$ cat config.mk
export PLATFORM = sky130hd
export DESIGN_NAME = riscv_mem_arbiter_flat
export DESIGN_NICKNAME = d
export VERILOG_FILES = /design/src/rtl/riscv_mem_arbiter_if.sv /design/src/rtl/riscv_mem_arbiter.sv /design/src/flat_wrapper.sv
export SDC_FILE = /design/constraint.sdc
export NUM_CORES = 1
export LEC_CHECK = 0
export ABC_AREA = 1
export CAP_MARGIN = 20
export CORE_AREA = 2 2 333 335
export DETAILED_ROUTE_END_ITERATION = 10
export DIE_AREA = 0 0 335 337
export GPL_ROUTABILITY_DRIVEN = 0
export PLACE_DENSITY = 0.44
export SETUP_SLACK_MARGIN = 0.5
export SYNTH_ARGS = -nofsm -noshare
export SYNTH_HDL_FRONTEND = slang
export SYNTH_SLANG_ARGS = --single-unit
$ cat constraint.sdc
create_clock -name i_riscv_arb_clk -period 1.95 [get_ports i_riscv_arb_clk]
set_clock_uncertainty 0.15 [all_clocks]
set_input_delay 0.39 -clock i_riscv_arb_clk [delete_from_list [all_inputs] [get_ports i_riscv_arb_clk]]
set_output_delay 0.39 -clock i_riscv_arb_clk [all_outputs]
set_load 0.05 [all_outputs]
$ cat src/rtl/riscv_mem_arbiter_if.sv
// Cache-side request bundle and shared memory line port of riscv_mem_arbiter.
// slave = arbiter view, master = requesters plus memory controller (bench/SoC view).
interface riscv_mem_arbiter_if #(
  parameter int unsigned NUM_CH = 2,
  parameter int unsigned ADDR_W = 64,
  parameter int unsigned LINE_W = 128
);
  logic [NUM_CH-1:0]        i_riscv_arb_req;
  logic [NUM_CH-1:0]        i_riscv_arb_we;
  logic [NUM_CH*ADDR_W-1:0] i_riscv_arb_addr;
  logic [NUM_CH*LINE_W-1:0] i_riscv_arb_wdata;
  logic [NUM_CH-1:0]        o_riscv_arb_ack;
  logic [LINE_W-1:0]        o_riscv_arb_rdata;
  logic                     o_riscv_arb_busy;
  logic                     o_riscv_arb_mem_req;
  logic                     o_riscv_arb_mem_we;
  logic [ADDR_W-1:0]        o_riscv_arb_mem_addr;
  logic [LINE_W-1:0]        o_riscv_arb_mem_wdata;
  logic                     i_riscv_arb_mem_ready;
  logic [LINE_W-1:0]        i_riscv_arb_mem_rdata;

  modport slave (
    input  i_riscv_arb_req, i_riscv_arb_we, i_riscv_arb_addr, i_riscv_arb_wdata,
    input  i_riscv_arb_mem_ready, i_riscv_arb_mem_rdata,
    output o_riscv_arb_ack, o_riscv_arb_rdata, o_riscv_arb_busy,
    output o_riscv_arb_mem_req, o_riscv_arb_mem_we, o_riscv_arb_mem_addr, o_riscv_arb_mem_wdata
  );

  modport master (
    output i_riscv_arb_req, i_riscv_arb_we, i_riscv_arb_addr, i_riscv_arb_wdata,
    output i_riscv_arb_mem_ready, i_riscv_arb_mem_rdata,
    input  o_riscv_arb_ack, o_riscv_arb_rdata, o_riscv_arb_busy,
    input  o_riscv_arb_mem_req, o_riscv_arb_mem_we, o_riscv_arb_mem_addr, o_riscv_arb_mem_wdata
  );
endinterface

$ cat src/rtl/riscv_mem_arbiter.sv
// N-channel cache-to-memory line arbiter: one transaction at a time,
// fixed-priority or round-robin grant, registered outputs throughout.
module riscv_mem_arbiter #(
  parameter int unsigned NUM_CH = 2,
  parameter int unsigned ADDR_W = 64,
  parameter int unsigned LINE_W = 128,
  parameter int unsigned RR_EN  = 1
) (
  input logic                i_riscv_arb_clk,
  input logic                i_riscv_arb_rst,
  riscv_mem_arbiter_if.slave bus
);
  localparam int unsigned      IDX_W   = (NUM_CH > 1) ? $clog2(NUM_CH) : 1;
  localparam logic [IDX_W-1:0] LAST_CH = IDX_W'(NUM_CH - 1);

  typedef enum logic [1:0] {IDLE, BUSY, DONE} state_e;

  state_e              state_q;
  logic [IDX_W-1:0]    ptr_q;
  logic [IDX_W-1:0]    owner_q;
  logic [NUM_CH-1:0]   ack_q;
  logic [LINE_W-1:0]   rdata_q;
  logic                busy_q;
  logic                mem_req_q;
  logic                mem_we_q;
  logic [ADDR_W-1:0]   mem_addr_q;
  logic [LINE_W-1:0]   mem_wdata_q;

  logic [IDX_W-1:0]    start_c;
  logic [IDX_W-1:0]    scan_c;
  logic [IDX_W-1:0]    grant_idx_c;
  logic                grant_vld_c;
  logic                sel_we_c;
  logic [ADDR_W-1:0]   sel_addr_c;
  logic [LINE_W-1:0]   sel_wdata_c;
  logic [NUM_CH-1:0]   owner_oh_c;

  // Winner search: ascending from the pointer (or from 0 in fixed priority), wrapping.
  always_comb begin
    start_c     = (RR_EN != 0) ? ptr_q : '0;
    scan_c      = start_c;
    grant_vld_c = 1'b0;
    grant_idx_c = '0;
    for (int unsigned i = 0; i < NUM_CH; i++) begin
      if (!grant_vld_c && bus.i_riscv_arb_req[scan_c]) begin
        grant_vld_c = 1'b1;
        grant_idx_c = scan_c;
      end
      scan_c = (scan_c == LAST_CH) ? '0 : scan_c + IDX_W'(1);
    end
  end

  // Select the winner's payload and decode the current owner to one-hot.
  always_comb begin
    sel_we_c    = 1'b0;
    sel_addr_c  = '0;
    sel_wdata_c = '0;
    owner_oh_c  = '0;
    for (int unsigned k = 0; k < NUM_CH; k++) begin
      if (grant_idx_c == IDX_W'(k)) begin
        sel_we_c    = bus.i_riscv_arb_we[k];
        sel_addr_c  = bus.i_riscv_arb_addr[k*ADDR_W +: ADDR_W];
        sel_wdata_c = bus.i_riscv_arb_wdata[k*LINE_W +: LINE_W];
      end
      if (owner_q == IDX_W'(k)) owner_oh_c[k] = 1'b1;
    end
  end

  // ack is raised on the BUSY->DONE edge so that it is visible during DONE.
  always_ff @(posedge i_riscv_arb_clk) begin
    if (!i_riscv_arb_rst) begin
      state_q     <= IDLE;
      ptr_q       <= '0;
      owner_q     <= '0;
      ack_q       <= '0;
      rdata_q     <= '0;
      busy_q      <= 1'b0;
      mem_req_q   <= 1'b0;
      mem_we_q    <= 1'b0;
      mem_addr_q  <= '0;
      mem_wdata_q <= '0;
    end else begin
      ack_q <= '0;
      case (state_q)
        IDLE: begin
          if (grant_vld_c) begin
            owner_q     <= grant_idx_c;
            mem_we_q    <= sel_we_c;
            mem_addr_q  <= sel_addr_c;
            mem_wdata_q <= sel_wdata_c;
            mem_req_q   <= 1'b1;
            busy_q      <= 1'b1;
            state_q     <= BUSY;
          end
        end
        BUSY: begin
          if (bus.i_riscv_arb_mem_ready) begin
            if (!mem_we_q) rdata_q <= bus.i_riscv_arb_mem_rdata;
            ack_q     <= owner_oh_c;
            mem_req_q <= 1'b0;
            state_q   <= DONE;
          end
        end
        DONE: begin
          ptr_q   <= (owner_q == LAST_CH) ? '0 : owner_q + IDX_W'(1);
          busy_q  <= 1'b0;
          state_q <= IDLE;
        end
        default: state_q <= IDLE;
      endcase
    end
  end

  assign bus.o_riscv_arb_ack       = ack_q;
  assign bus.o_riscv_arb_rdata     = rdata_q;
  assign bus.o_riscv_arb_busy      = busy_q;
  assign bus.o_riscv_arb_mem_req   = mem_req_q;
  assign bus.o_riscv_arb_mem_we    = mem_we_q;
  assign bus.o_riscv_arb_mem_addr  = mem_addr_q;
  assign bus.o_riscv_arb_mem_wdata = mem_wdata_q;
endmodule

$ cat src/flat_wrapper.sv
// flat-port wrapper written by rule: the top's interface ports become plain ports
module riscv_mem_arbiter_flat 
#(
  parameter int unsigned NUM_CH = 2,
  parameter int unsigned ADDR_W = 64,
  parameter int unsigned LINE_W = 128,
  parameter int unsigned RR_EN  = 1
)
  (i_riscv_arb_clk, i_riscv_arb_rst, bus_i_riscv_arb_req, bus_i_riscv_arb_we, bus_i_riscv_arb_addr, bus_i_riscv_arb_wdata, bus_i_riscv_arb_mem_ready, bus_i_riscv_arb_mem_rdata, bus_o_riscv_arb_ack, bus_o_riscv_arb_rdata, bus_o_riscv_arb_busy, bus_o_riscv_arb_mem_req, bus_o_riscv_arb_mem_we, bus_o_riscv_arb_mem_addr, bus_o_riscv_arb_mem_wdata);
  riscv_mem_arbiter_if #(.NUM_CH(NUM_CH), .ADDR_W(ADDR_W), .LINE_W(LINE_W)) bus_i ();
  input logic i_riscv_arb_clk;
  input logic i_riscv_arb_rst;
  input wire logic [$bits(bus_i.i_riscv_arb_req)-1:0] bus_i_riscv_arb_req;
  input wire logic [$bits(bus_i.i_riscv_arb_we)-1:0] bus_i_riscv_arb_we;
  input wire logic [$bits(bus_i.i_riscv_arb_addr)-1:0] bus_i_riscv_arb_addr;
  input wire logic [$bits(bus_i.i_riscv_arb_wdata)-1:0] bus_i_riscv_arb_wdata;
  input wire logic [$bits(bus_i.i_riscv_arb_mem_ready)-1:0] bus_i_riscv_arb_mem_ready;
  input wire logic [$bits(bus_i.i_riscv_arb_mem_rdata)-1:0] bus_i_riscv_arb_mem_rdata;
  output wire logic [$bits(bus_i.o_riscv_arb_ack)-1:0] bus_o_riscv_arb_ack;
  output wire logic [$bits(bus_i.o_riscv_arb_rdata)-1:0] bus_o_riscv_arb_rdata;
  output wire logic [$bits(bus_i.o_riscv_arb_busy)-1:0] bus_o_riscv_arb_busy;
  output wire logic [$bits(bus_i.o_riscv_arb_mem_req)-1:0] bus_o_riscv_arb_mem_req;
  output wire logic [$bits(bus_i.o_riscv_arb_mem_we)-1:0] bus_o_riscv_arb_mem_we;
  output wire logic [$bits(bus_i.o_riscv_arb_mem_addr)-1:0] bus_o_riscv_arb_mem_addr;
  output wire logic [$bits(bus_i.o_riscv_arb_mem_wdata)-1:0] bus_o_riscv_arb_mem_wdata;
  assign bus_i.i_riscv_arb_req = bus_i_riscv_arb_req;
  assign bus_i.i_riscv_arb_we = bus_i_riscv_arb_we;
  assign bus_i.i_riscv_arb_addr = bus_i_riscv_arb_addr;
  assign bus_i.i_riscv_arb_wdata = bus_i_riscv_arb_wdata;
  assign bus_i.i_riscv_arb_mem_ready = bus_i_riscv_arb_mem_ready;
  assign bus_i.i_riscv_arb_mem_rdata = bus_i_riscv_arb_mem_rdata;
  assign bus_o_riscv_arb_ack = bus_i.o_riscv_arb_ack;
  assign bus_o_riscv_arb_rdata = bus_i.o_riscv_arb_rdata;
  assign bus_o_riscv_arb_busy = bus_i.o_riscv_arb_busy;
  assign bus_o_riscv_arb_mem_req = bus_i.o_riscv_arb_mem_req;
  assign bus_o_riscv_arb_mem_we = bus_i.o_riscv_arb_mem_we;
  assign bus_o_riscv_arb_mem_addr = bus_i.o_riscv_arb_mem_addr;
  assign bus_o_riscv_arb_mem_wdata = bus_i.o_riscv_arb_mem_wdata;
  riscv_mem_arbiter #(.NUM_CH(NUM_CH), .ADDR_W(ADDR_W), .LINE_W(LINE_W), .RR_EN(RR_EN)) u_core (.i_riscv_arb_clk(i_riscv_arb_clk), .i_riscv_arb_rst(i_riscv_arb_rst), .bus(bus_i));
endmodule
==> metrics.md <==
| Metric | Value |
|---|---|
| Async set-reset flop share out of synthesis | `0%` |
| Area contributors post-synth | `dfxtp_1 44%, nand3_1 13%, nand2_1 9.8%` |
| Die H | `337 um` |
| Final WL | `88500 um` |
| Hold buffers post-CTS | `0` |
| Synth top area share | `43.6%` |
| Area leader, netlist | `dfxtp_1` |
| Chip width | `335 um` |
| Non-filler cells, final | `4685` |
| Hold Path Class | `in2reg` |
| Placed cells | `4514` |
| Starting Density | `13.8%` |
| Total grt overflow | `0` |
| Num Clock Sinks | `329` |
| Clk root buf | `clkbuf_16` |
| #FFs+latches synth | `329` |
| Fmax | `568 MHz` |
| Post-DP Area | `0.0252 mm2` |
| Max Cap Viol | `0` |
| Setup CP Type | `reg2reg` |
| Die area | `0.113 mm2` |
| RSZ-0062 raised after global routing | `yes` |
| CTS buffer count | `43` |
| CTS tree | `built` |
| Leading cell types by count after synthesis | `395 x nand2_1, 391 x inv_1, 387 x nand3_1` |
| Final net count | `3748` |
| DP Wirelength | `60800 um` |
| Ys Warns | `0` |
| CTS max path bufs | `3` |
| Vias in the first global route | `17400` |
| DR WL/cell | `18.9 um` |
| Number of hold violations in the final report | `0` |
| Ports | `844` |
| # H-tree levels | `2` |
| Port Buffers | `843` |
| Min cycle time layout | `1.76 ns` |
| PwrDens | `796 mW/mm2` |
| Cell count after synthesis | `2270` |
| Placeable Area | `0.110 mm2` |
| Total power | `26.7 mW` |
| Startpoint types | `flip-flop` |
| Most frequent cell after synthesis | `nand2_1` |
| Syn Nets | `2789` |
| Post-synth top flop | `dfxtp_1` |
| Synthesized area | `0.0151 mm2` |
| DR pass1 iterations | `7` |
| Max-slew violations | `0` |
| Layout area overhead | `122%` |
| CP endpoint kind | `flip-flop` |
| Residual DRC | `0` |
| Reg clk slew, reported paths | `0.06 ns` |
| Status | `completed` |
| Fin crit share | `90.2%` |
| Seq/Total Area, Yosys | `43.6%` |
| First-pass GRT wire length | `117000 um` |
| Leakage | `14.7 nW` |
| Initial DRC count | `633` |
| Critical Path Fanout Max | `10` |
| EDFF count, synth | `0` |
| Endpoints failing setup | `0` |
| Core Rows | `122` |
| Via count | `18300` |
| Mean number of vias per cell | `3.90` |
| Gr usage total | `13.9%` |
| Worst-Skew Late Latency | `0.59 ns` |
| Max_slew headroom | `35.2%` |
| Antenna violations before repair | `6` |
| Final instance area | `0.0335 mm2` |
| Critical path arrival | `2.14 ns` |
| Share of layout cells above drive strength 1 | `41.8%` |
| Netlist cell types | `19` |
| Antenna Violating Nets Remaining | `0` |
| Mean Syn Cell Area | `6.65 um2` |
| Setup tns final | `0 ns` |
| Maximum number of pins on one net before global-route repair | `108` |
| Maximum VDD drop | `527 uV` |
| Worst Tran Pin Value | `0.972 ns` |
| Worst path required time | `2.33 ns` |
[worst max-delay path, stage by stage, from the launching register on]
cell	delay [ns]
dfxtp_4	0.35
buf_6	0.11
nor2_4	0.20
nand2_8	0.09
buf_4	0.16
buf_4	0.16
buf_12	0.15
a21oi_2	0.15
nand2_1	0.10
inv_1	0.06
[cells by family (layout without fill, tap and decap cells)]
group,after synthesis,in the layout,share of synthesized area (%)
compound gates,327,327,10.8
simple gates,1049,1051,29.5
other cells,0,3,0
flops,329,329,43.6
buf+inv,565,1549,16.0
[timing repair]
item	CTS	global route
pin swaps	53	58
setup buffers	21	28
cloned	15	32
resized for setup	698	963
endpoints found under the setup margin	649	651
[worst paths after layout]
path / startpoint / to / slack (ns) / cells after the start
min reg2reg: u_core.bus.o_riscv_arb_rdata[51] / u_core.bus.o_riscv_arb_rdata[51] / 0.32 / 2
min: i_riscv_arb_rst / u_core.bus.o_riscv_arb_mem_wdata[24] / 0.22 / 5
max: u_core.state_q[0] / u_core.bus.o_riscv_arb_mem_wdata[87] / 0.19 / 9
max reg2reg: u_core.state_q[0] / u_core.bus.o_riscv_arb_mem_wdata[87] / 0.19 / 9
[state kept, by name, indices dropped and copies added, names as in the netlist]
register and flops:
u_core.bus.o_riscv_arb_ack 2, u_core.bus.o_riscv_arb_mem_addr 64, u_core.bus.o_riscv_arb_rdata 128, u_core.bus.o_riscv_arb_mem_req 1, u_core.ptr_q 1, u_core.bus.o_riscv_arb_mem_wdata 128
u_core.state_q 2, u_core.bus.o_riscv_arb_busy 1, u_core.owner_q 1, u_core.bus.o_riscv_arb_mem_we 1
[cells in the final DEF, fill, tap and decap left out, drive strengths merged]
master,instances
buf,539
clkdlybuf4s50,515
nand2,400
inv,395
nand3,387
dfxtp,329
nor2,262
a21oi,198
o21ai,129
clkbuf,85
clkinv,9
diode,3
bufbuf,3
bufinv,2
nor3,2
dlygate4sd2,1
[stage by stage]
stage / util (%) / setup WS [ns] / hold slack [ns]
5_1_grt: 30.6 / 0.0848 / 0.212
4_1_cts: 26.9 / 0.169 / 0.161
3_5_place_dp: 23.0 / -0.401 / 0.316
3_3_place_gp: 23.0 / -0.386 / 0.307
2_1_floorplan: - / 0.499 / 0.275
6_report: 30.6 / 0.190 / 0.220
[routing by layer]
metal	up-vias	routed length, um	GRT usage [%]	share of wire, %
li1	9001	-	-	-
met1	8543	34900	15.9	39
met2	601	45400	25.0	51
met3	109	5730	3.79	6.5
met4	6	2380	4.04	2.7
met5	-	41	0	0.046
[power by group]
part / total [mW] / internal [mW] / switching [mW] / leakage (nW)
clock network: 7.98 / 4.72 / 3.27 / 0.678
logic: 10.4 / 4.84 / 5.61 / 11.2
registers: 8.23 / 7.55 / 0.687 / 2.84
[final cells by class]
type                       instances  area (um2)
fill                           11600       76100
timing repair buffer            1080       13600
multi-input combinational       1378        8110
sequential                       329        7070
tap                             1426        1780
inverter                         395        1520
clock buffer                      63        1260
clock inverter                     9         110
timing repair inverter             2        32.5
antenna                            3        7.51
(Power assumes the default switching activity.)
